**config.mk**
```make
export PLATFORM = sky130hd
export DESIGN_NAME = gpu_ingress_queue
export DESIGN_NICKNAME = d
export VERILOG_FILES = /design/src/rtl/gpu_ingress_queue.sv
export SDC_FILE = /design/constraint.sdc
export NUM_CORES = 1
export LEC_CHECK = 0
export BUFFER_PORTS_ARGS = -buffer_cell sky130_fd_sc_hd__buf_4
export CORE_ASPECT_RATIO = 0.6
export CORE_UTILIZATION = 55
export DETAILED_ROUTE_END_ITERATION = 8
export MAX_ROUTING_LAYER = met4
export PLACE_DENSITY = 0.74
export SYNTH_ARGS = -nofsm -noshare
export SYNTH_HDL_FRONTEND = slang
export SYNTH_SLANG_ARGS = --single-unit
export TNS_END_PERCENT = 10
```
**constraint.sdc**
```tcl
create_clock -name clk -period 8.5 [get_ports clk]
set_clock_uncertainty 0.2 [all_clocks]
set_input_delay 1.275 -clock clk [delete_from_list [all_inputs] [get_ports clk]]
set_output_delay 1.275 -clock clk [all_outputs]
set_load 0.005 [all_outputs]
```
**src/rtl/gpu_ingress_queue.sv**
```systemverilog
// rtl/gpu_ingress_queue.sv - GPU ingress FIFO with loopback drop and gap-paced issue to the leaf router
module gpu_ingress_queue #(
  parameter int         DWIDTH     = 16,
  parameter int         FIFO_DEPTH = 8,
  parameter logic [3:0] GROUP_ID   = 4'b0010,
  parameter int         ROUTER_ID  = 3,
  parameter int         ISSUE_GAP  = 4
) (
  input  logic              clk,
  input  logic              reset,
  input  logic [DWIDTH-1:0] gpu_in_data,
  input  logic              gpu_in_valid,
  input  logic [5:0]        gpu_dest_addr,
  output logic              gpu_in_ready,
  output logic [DWIDTH-1:0] rtr_out_data,
  output logic              rtr_out_valid,
  output logic [5:0]        rtr_dest_addr,
  input  logic              rtr_busy,
  output logic              fifo_full,
  output logic              fifo_empty,
  output logic [4:0]        fifo_count,
  output logic [7:0]        drop_count
);
  localparam int         AW        = (FIFO_DEPTH > 1) ? $clog2(FIFO_DEPTH) : 1;
  localparam int         EW        = DWIDTH + 6;
  localparam logic [5:0] SELF_ADDR = {GROUP_ID, 2'(ROUTER_ID)};
  localparam logic [4:0] DEPTH_CNT = 5'(FIFO_DEPTH);
  localparam logic [3:0] GAP_LOAD  = (ISSUE_GAP > 0) ? 4'(ISSUE_GAP - 1) : 4'd0;

  typedef enum logic [1:0] {IDLE, ISSUE, GAP} state_t;

  state_t            state_q, state_d;
  logic [3:0]        gap_q, gap_d;
  logic [AW-1:0]     wr_ptr_q, wr_ptr_d;
  logic [AW-1:0]     rd_ptr_q, rd_ptr_d;
  logic [4:0]        count_q, count_d;
  logic [7:0]        drop_q, drop_d;
  logic              valid_q, valid_d;
  logic [DWIDTH-1:0] data_q, data_d;
  logic [5:0]        dest_q, dest_d;
  logic [EW-1:0]     mem_q [FIFO_DEPTH];

  logic          accept, is_self, push, drop, issue, can_issue;
  logic [EW-1:0] head;

  assign fifo_full     = (count_q == DEPTH_CNT);
  assign fifo_empty    = (count_q == 5'd0);
  assign gpu_in_ready  = !fifo_full;
  assign fifo_count    = count_q;
  assign drop_count    = drop_q;
  assign rtr_out_valid = valid_q;
  assign rtr_out_data  = data_q;
  assign rtr_dest_addr = dest_q;
  assign head          = mem_q[rd_ptr_q];

  always_comb begin
    accept    = gpu_in_valid && gpu_in_ready;
    is_self   = (gpu_dest_addr == SELF_ADDR);
    push      = accept && !is_self;
    drop      = accept && is_self;
    can_issue = !fifo_empty && !rtr_busy;
  end

  // The last GAP cycle makes the IDLE decision itself so pulses land ISSUE_GAP+1 cycles apart.
  always_comb begin
    state_d = state_q;
    gap_d   = gap_q;
    issue   = 1'b0;
    case (state_q)
      IDLE: begin
        if (can_issue) begin
          issue   = 1'b1;
          state_d = ISSUE;
        end
      end
      ISSUE: begin
        if (ISSUE_GAP > 0) begin
          state_d = GAP;
          gap_d   = GAP_LOAD;
        end else if (can_issue) begin
          issue   = 1'b1;
          state_d = ISSUE;
        end else begin
          state_d = IDLE;
        end
      end
      GAP: begin
        if (gap_q != 4'd0) begin
          gap_d = gap_q - 4'd1;
        end else if (can_issue) begin
          issue   = 1'b1;
          state_d = ISSUE;
        end else begin
          state_d = IDLE;
        end
      end
      default: state_d = IDLE;
    endcase
  end

  always_comb begin
    wr_ptr_d = push  ? wr_ptr_q + AW'(1) : wr_ptr_q;
    rd_ptr_d = issue ? rd_ptr_q + AW'(1) : rd_ptr_q;
    count_d  = count_q + 5'(push) - 5'(issue);
    drop_d   = (drop && (drop_q != 8'hFF)) ? drop_q + 8'd1 : drop_q;
    valid_d  = issue;
    data_d   = issue ? head[DWIDTH-1:0] : data_q;
    dest_d   = issue ? head[EW-1:DWIDTH] : dest_q;
  end

  always_ff @(posedge clk or negedge reset) begin
    if (!reset) begin
      state_q  <= IDLE;
      gap_q    <= 4'd0;
      wr_ptr_q <= '0;
      rd_ptr_q <= '0;
      count_q  <= 5'd0;
      drop_q   <= 8'd0;
      valid_q  <= 1'b0;
      data_q   <= '0;
      dest_q   <= 6'd0;
    end else begin
      state_q  <= state_d;
      gap_q    <= gap_d;
      wr_ptr_q <= wr_ptr_d;
      rd_ptr_q <= rd_ptr_d;
      count_q  <= count_d;
      drop_q   <= drop_d;
      valid_q  <= valid_d;
      data_q   <= data_d;
      dest_q   <= dest_d;
    end
  end

  // Storage needs no reset: count and pointers alone define which entries are live.
  always_ff @(posedge clk) begin
    if (push) begin
      mem_q[wr_ptr_q] <= {gpu_dest_addr, gpu_in_data};
    end
  end
endmodule

```
After elaboration in Yosys (flattened, before gate mapping)
Memory sizes are Yosys's and may differ from the RTL's. A register that Yosys moved wholly into a read port is not among the register bits.
Index checks and enable logic that the tools add are counted.
{ "totals": {"regBits": 26, "ram_bits": 176, "out_inout_bits": 39, "mem_count": 1} }
{ "op_classes": {"addsub": 6, "n_eq_ne": 8, "muxes": 11, "reduce_logical": 16} }
{ "memory_table": {"columns": ["name", "words", "word_bits", "rd", "rd_clocked_by_memory_dff", "write_ports", "line_no", "rtl"], "rows": [
  ["mem_q", 8, 22, 1, 1, 1, "41", "logic [EW-1:0] mem_q [FIFO_DEPTH];"]
]} }
{ "ops": {"columns": ["cell", "n"], "rows": [
  ["adder 8 x 1 -> 8 bit, second input constant", 1],
  ["inequality test 8 bit, second input constant", 1],
  ["one-hot mux 4 bit (2 select lines)", 1],
  ["adder 3 x 1 -> 3 bit, second input constant", 2],
  ["== test 6 x 4 -> 1 bit, second input constant", 1],
  ["inequality test 2 bit, second input constant", 3],
  ["one-hot mux 2 bit (3 select lines)", 1],
  ["adder 5 x 1 -> 5 bit", 1],
  ["== test 5 x 4 -> 1 bit, second input constant", 1],
  ["logical AND 1 bit", 5],
  ["zero test 1 bit", 5],
  ["zero test 5 bit", 1],
  ["two-way mux 1 bit", 5],
  ["subtractor 5 x 1 -> 5 bit", 1],
  ["two-way mux 2 bit", 2],
  ["two-way mux 4 bit", 1],
  ["AND reduction 2 bit", 2],
  ["nonzero test 4 bit", 1],
  ["subtractor 4 x 1 -> 4 bit, second input constant", 1],
  ["== test 2 x 1 -> 1 bit, second input constant", 1],
  ["== test 2 bit, second input constant", 1],
  ["zero test 2 bit", 1],
  ["one-hot mux 1 bit (2 select lines)", 1],
  ["nonzero test 2 bit", 1]
]} }

Longest topological paths before layout
Gate-level depths: netlist (run 1).
{ "depth": {"word_depth": 7, "depth_mapped": 16, "mapped_depth_nobuf": 14} }

Least setup slack after synthesis (run 1)
Ideal clock, no wire load.
{ "synth_path": {"path_kind": "input to register", "start": "input gpu_dest_addr[5]", "end": "memory mem_q[0][0] (netlist bit) (enable)", "setup_ns": 0.429, "arrival_ns": 3.252, "required_time_ns": 7.871, "slack_ns": 4.619, "path_stages": 4, "path_buffers": 0, "path_cell_list": "or2_1 o211a_1 nand2b_1 nor3_1"} }
{ "synth_between": {"elab_chain_cells": 5} }
{ "synth_rtl": {"columns": ["element", "line_no", "rtl"], "rows": [
  ["start, declared", "13", "input logic [5:0] gpu_dest_addr,"],
  ["== test 6 x 4 -> 1 bit", "58", "is_self = (gpu_dest_addr == SELF_ADDR);"],
  ["zero test 1 bit", "59", "push = accept && !is_self;"],
  ["logical AND 1 bit", "59", null],
  ["two-way mux 1 bit", "137", "if (push) begin"],
  ["two-way mux 1 bit (not written as such)", "138", "mem_q[wr_ptr_q] <= {gpu_dest_addr, gpu_in_data};"],
  ["end, declared", "41", null]
]} }
Every way passes these cells.

Worst setup path in the final report (run 1)
{ "layout_path": {"start": "register gap_q[0]", "end": "register count_q[4], in the netlist fifo_count[4]"} }
{ "layout_between": {"elab_chain_cells": 4} }
{ "layout_rtl": {"columns": ["element", "line_no", "rtl"], "rows": [
  ["start, declared", "33", "logic [3:0] gap_q, gap_d;"],
  ["start signal, assigned", "124", "gap_q <= gap_d;"],
  ["nonzero test 4 bit", "88", "if (gap_q != 4'd0) begin"],
  ["two-way mux 1 bit", "88", null],
  ["one-hot mux 1 bit (2 select lines)", "69", "case (state_q)"],
  ["subtractor 5 x 1 -> 5 bit", "104", "count_d = count_q + 5'(push) - 5'(issue);"],
  ["via count_d[4]", "36", "logic [4:0] count_q, count_d;"],
  ["end signal, assigned", "127", "count_q <= count_d;"],
  ["end, declared", "36", null]
]} }
The timed path passes the listed nets, and every way through them passes these cells.
A chain may end at the register's enable or synchronous reset.

==> results.txt, run 1 <==
Run status: finished clean
Synthesized area: 0.00876 mm^2
Mapped Nets: 502
Endpoint class of the critical path: flip-flop
Top FF cell, synth: edfxtp_1
CP Data Required Time: 8.71 ns
Fin area: 0.0102 mm^2
Sequential area share after synthesis: 0.740
Worst Hold Class: reg -> reg
Yosys warns: 0
Largest net degree at the start of global routing: 50
Reg clk slew, reported paths: 0.06 ns
CP Data Arrival Time: 3.98 ns
Vias per inst: 5.82
Kind of critical path: reg -> reg
Setup bufs post-CTS: 0
Commonest non-fill, non-tap cell in the layout: edfxtp_1
Cell variety after synth: 41
DR WL/cell: 21.4 um
Initial core utilization: 0.567
Post-route insts no fill: 758
Row count: 35
Final net count: 578
Post-Syn Area per Cell: 18.9 um^2
CTS tree: done
GRT overflow: 0
Layout cells sized above 1: 0.295
Drc violations: 0
Fin. max-slew vios: 0
Number of port buffers: 64
Die area: 0.0165 mm^2
Number of enable flip-flop cells after synthesis: 176
Vias in the first global route: 4512
RSZ-0062 raised after global routing: false
First-pass GRT wire length: 25400 um
WHS Endpoint: drop_count[0]$_DFFE_PN0P_
Synth-to-Final Area Change: 16.5%
Min-delay src: drop_count[0]$_DFFE_PN0P_
CTS sink count: 224
TNS Setup: 0 ns
I/O pins: 65
Nature of the critical path startpoint: flip-flop
GPL Wtd Cong: 0.818
Max transition margin: 0.318
Initial antenna violation count: 0
Core Area: 0.0155 mm^2
Cts repair resizes: 0
CTS Buf Count: 21
CTS Hold Bufs: 0
Max-Cap Viols: 0
Final hold vios: 0
Hold Path Depth: 1
Peak VDD IR: 0.158 mV
Die X: 165 um
Most frequent cells in the layout: 176 x edfxtp_1, 74 x buf_4, 47 x dfrtp_1
Die extent in y: 99.8 um
R2R Setup Slk: 4.74 ns
RR Startpoint: gap_q[0]$_DFFE_PN0P_
PwrDens: 338 mW/mm^2
Placed Cells: 720
Clk Latency, worst-skew pair: 0.49 ns
Initial DRC Count: 310
Final cycle utilization of the critical path: 0.443
Asr flop ratio synth: 0.214
Maximum operating frequency: 0.266 GHz
Antenna viol nets, final: 0
Worst-Margin Slew: 1.02 ns
DRT Pass-1 Iters: 4
Diode count: 0
DP HPWL: 9770 um
Leakage: 3.71 nW
Clock Tree Buf Depth: 3
Final hold slack: 0.327 ns
Critical path fanouts, max: 49
CTS root buf: clkbuf_16
Post-Syn Instances: 464
Via count: 4414
GRT Util Overall: 0.217
Reg2reg path depth: 14
Yosys reg bits: 224
CTS H-tree lvls: 1
WL final: 16200 um
Final Critical Period: 3.76 ns
Finish-stage setup viols: 0
Post-DP Area: 0.00951 mm^2
R2r endpoint: fifo_count[4]$_DFF_PN0_
==> critical path, cell delays in order (launching register included) <==
cell and delay (ns):
dfrtp_1 0.43, inv_1 0.08, ha_1 0.20, or3b_1 0.49, a2111oi_4 0.38, buf_4 0.51, ha_1 0.34, inv_1 0.06
ha_1 0.15, inv_1 0.05, fa_1 0.39, inv_1 0.07, a21oi_1 0.06, o21bai_1 0.15, xnor2_1 0.13
==> layout make-up <==
cell class | count | area (um^2)
clock buffer | 28 | 562
timing repair buffer | 74 | 556
sequential | 224 | 6490
tap | 203 | 254
clock inverter | 10 | 129
fill | 1021 | 5250
inverter | 14 | 52.6
multi-input combinational | 205 | 2160
==> cell usage after synthesis (all sizes together) (3+ instances only) <==
cell / number / area share
nand2: 16 / 0.0069
xor2: 8 / 0.0080
nand3: 5 / 0.0029
xnor2: 4 / 0.0040
edfxtp: 176 / 0.60
dfrtp: 48 / 0.14
a21oi: 24 / 0.014
mux2i: 22 / 0.025
inv: 14 / 0.0060
mux4: 44 / 0.11
buf: 12 / 0.0083
ha: 11 / 0.016
nand2b: 4 / 0.0029
nor3: 7 / 0.0040
clkbuf: 9 / 0.0039
nor2: 30 / 0.013
o21ai: 3 / 0.0017
mux2: 3 / 0.0039
==> flip-flops by register name, indices dropped and copies added (netlist names) <==
register       flops
fifo_count         5
wr_ptr_q           3
rtr_out_data      16
rtr_out_valid      1
state_q            2
rd_ptr_q           3
rtr_dest_addr      6
drop_count         8
mem_q            176
gap_q              4
==> stage by stage <==
step                power (mW)  worst slack (ns)  utilization
CTS                       3.48              4.78        0.660
global route              3.63              4.43        0.660
detailed placement        2.54              4.67        0.615
global placement          2.50              4.68        0.615
floorplan                 2.20              4.62            -
finish                    3.44              4.74        0.660
==> worst max path at each step <==
stage | from | endpoint | slack (ns) | cells after the start
final | gap_q[0]$_DFFE_PN0P_ | fifo_count[4]$_DFF_PN0_ | 4.74 | 14
after global routing | gap_q[0]$_DFFE_PN0P_ | fifo_count[4]$_DFF_PN0_ | 4.43 | 14
after CTS | gap_q[0]$_DFFE_PN0P_ | fifo_count[4]$_DFF_PN0_ | 4.78 | 14
after detailed placement | rtr_busy | fifo_count[4]$_DFF_PN0_ | 4.67 | 12
after global placement | rtr_busy | fifo_count[4]$_DFF_PN0_ | 4.68 | 12
after floorplan | gpu_dest_addr[5] | mem_q[0][0]$_DFFE_PP_ | 4.62 | 4
==> per-layer routing <==
layer | track usage | routed length [um]
met3 | 0.0372 | 794
met4 | 0.0395 | 206
met1 | 0.313 | 7350
met5 | - | 0
met2 | 0.335 | 7860
==> logic make-up (layout without fill, tap and decap cells) <==
| logic type | Yosys count | in the layout | share of synthesized area |
|---|---|---|---|
| flip-flops | 224 | 224 | 0.740 |
| AND/OR/NAND/NOR | 73 | 73 | 0.0413 |
| multiplexers | 69 | 69 | 0.142 |
| AO/OA/AOI/OAI | 39 | 39 | 0.0283 |
| buffers and inverters | 35 | 126 | 0.0181 |
| adder cells (fa/ha/maj) | 12 | 12 | 0.0180 |
| XOR/XNOR | 12 | 12 | 0.0120 |
==> report_power, final <==
group | leakage, nW | switching, mW | total (mW) | internal (mW)
combinational | 1.21 | 0.444 | 0.931 | 0.488
sequential | 2.16 | 0.174 | 1.57 | 1.40
clock | 0.337 | 0.382 | 0.939 | 0.558
total | 3.71 | 0.999 | 3.44 | 2.45
(Power assumes the default switching activity.)
==> run 2, diff against run 1 <==
--- a/config.mk
+++ b/config.mk
@@ -7,10 +7,10 @@
 export LEC_CHECK = 0
 export BUFFER_PORTS_ARGS = -buffer_cell sky130_fd_sc_hd__buf_4
 export CORE_ASPECT_RATIO = 0.6
-export CORE_UTILIZATION = 55
+export CORE_UTILIZATION = 54
 export DETAILED_ROUTE_END_ITERATION = 8
 export MAX_ROUTING_LAYER = met4
-export PLACE_DENSITY = 0.74
+export PLACE_DENSITY = 0.76
 export SYNTH_ARGS = -nofsm -noshare
 export SYNTH_HDL_FRONTEND = slang
 export SYNTH_SLANG_ARGS = --single-unit
==> constraint.sdc (replaced) <==
create_clock -name clk -period 3 [get_ports clk]
set_clock_uncertainty 0.2 [all_clocks]
set_input_delay 0.45 -clock clk [delete_from_list [all_inputs] [get_ports clk]]
set_output_delay 0.45 -clock clk [all_outputs]
set_load 0.005 [all_outputs]
==> run 2 against run 1 <==
  * The flow now finishes with violations (design-rule violations)
  * Clock power rose to 2.6 times the previous value
  * Design area up 2.6%
  * Count of clock-buffer cells in the layout down 1
  * Critical path type unchanged
  * Largest cell class unchanged
==> results.txt, run 2 (synthesis gave the netlist of run 1 again) <==
DR WL/cell: 20.9 um
Clk Latency, worst-skew pair: 0.48 ns
Fin. max-slew vios: 0
Initial antenna violation count: 0
CTS root buf: clkbuf_16
Leakage: 3.84 nW
Run status: finished with violations
Met3 GRT Util: 0.0393
Multi-input gate area: 0.00217 mm^2
WL final: 16600 um
Kind of critical path: reg -> reg
PwrDens: 925 mW/mm^2
Largest net degree at the start of global routing: 49
CTS H-tree lvls: 1
Core Area: 0.0156 mm^2
Vias per inst: 5.71
CTS Buf Count: 20
Initial core utilization: 0.562
Final hold vios: 0
Via count: 4519
CTS sink count: 224
Nature of the critical path startpoint: flip-flop
Layout cells sized above 1: 0.309
Grt met1 use: 0.306
Seq. cell area: 0.00649 mm^2
Reg with most FFs: mem_q
M2 GR Usage: 0.339
Drc violations: 6
CTS tree: done
Peak VDD IR: 0.523 mV
Most frequent cells in the layout: 176 x edfxtp_1, 89 x buf_4, 47 x dfrtp_1
Synth-to-Final Area Change: 19.5%
Worst-Margin Slew: 0.752 ns
Reg clk slew, reported paths: 0.06 ns
Critical path fanouts, max: 2
Hold Path Depth: 1
DRT Pass-1 Iters: 7
First-pass GRT wire length: 26300 um
CP Data Arrival Time: 3.14 ns
Die extent in y: 101 um
Vias in the first global route: 4619
Fillers: 1054
Diode count: 0
RSZ-0062 raised after global routing: true
Finish-stage setup viols: 0
Final net count: 613
GRT overflow: 0
Max reg flops: 176
I/O pins: 65
GPL Wtd Cong: 0.791
DP Worst Slack: -0.0141 ns
Endpoint class of the critical path: flip-flop
Die X: 166 um
Final Critical Period: 2.94 ns
Max transition margin: 0.496
Fin worst setup slack: 0.0640 ns
Row count: 35
Failing checks: design-rule violations
Worst Hold Class: in -> reg
Maximum operating frequency: 0.341 GHz
Final cycle utilization of the critical path: 0.979
CP Data Required Time: 3.20 ns
Reg2reg path depth: 13
Max-Cap Viols: 0
DP HPWL: 10300 um
Global route hottest layer: met2
Number of port buffers: 64
Final hold slack: 0.0155 ns
Die area: 0.0168 mm^2
Initial DRC Count: 368
Commonest non-fill, non-tap cell in the layout: edfxtp_1
Antenna viol nets, final: 0
GRT Util Overall: 0.216
Clock Tree Buf Depth: 3
## run 2: changes by cell type in the layout (fill, tap and decap cells not counted), sizes merged
cell and change:
buf +16, clkinvlp +1, inv -1, bufinv -2, dlygate4sd3 +20, clkinv +1
clkbuf -1
## run 2: report_power, final
part           switching [mW]  internal, mW
Clock                    1.04          1.37
Sequential              0.336          3.97
Combinational            1.46          1.51
## run 2: area by class of cell
cell class | instances | share of cell area
clock buffer | 27 | 0.0523
tap | 203 | 0.0243
clock inverter | 9 | 0.00645
timing repair buffer | 110 | 0.0848
inverter | 14 | 0.00502
multi-input combinational | 205 | 0.208
sequential | 224 | 0.620
## run 2: routing by layer
metal / up-vias / wire length (um)
li1: 2041 / -
met1: 2330 / 7540
met2: 134 / 7880
met3: 14 / 1030
met4: 0 / 117
met5: - / 0
## run 2: worst paths after layout
kind                                      startpoint                      endpoint  slack (ns)
max in group asynchronous                      reset       rd_ptr_q[0]$_DFFE_PN0P_        1.73
setup reg to reg                gap_q[0]$_DFFE_PN0P_       fifo_count[4]$_DFF_PN0_        0.06
hold reg to reg            drop_count[7]$_DFFE_PN0P_     drop_count[7]$_DFFE_PN0P_        0.32
hold / removal                        gpu_in_data[4]         mem_q[1][4]$_DFFE_PP_        0.02
min in group asynchronous                      reset  rtr_out_data[13]$_DFFE_PN0P_        0.35
setup / recovery                gap_q[0]$_DFFE_PN0P_       fifo_count[4]$_DFF_PN0_        0.06
## run 2: critical path: stages, from the launching register on
cell       delay (ns)
dfrtp_1          0.38
inv_1            0.07
ha_1             0.15
or3b_4           0.40
a2111oi_4        0.32
ha_1             0.28
inv_1            0.07
ha_1             0.18
inv_1            0.07
fa_2             0.35
inv_1            0.06
a21oi_1          0.05
o21bai_1         0.15
xnor2_1          0.14
## run 2: stage by stage
step	util	instances	instance area, um^2	setup TNS (ns)	power, mW
floorplan	-	464	8780	-7.13	6.23
global placement	0.618	735	9640	0	7.19
detailed placement	0.618	735	9640	-0.0141	7.33
CTS	0.671	791	10500	0	9.79
global route	0.672	792	10500	-0.0691	10.2
finish	0.672	792	10500	0	9.69
## run 2: what timing repair did
| item | CTS | global route |
|---|---|---|
| pin swaps | 1 | 0 |
| resized for setup | 3 | 2 |
| buffers inserted | 1 | 0 |
| gates cloned | 0 | 0 |
| setup endpoints to repair | 1 | 1 |
| hold buffers | 19 | 1 |
| endpoints found under the hold margin | 172 | 6 |
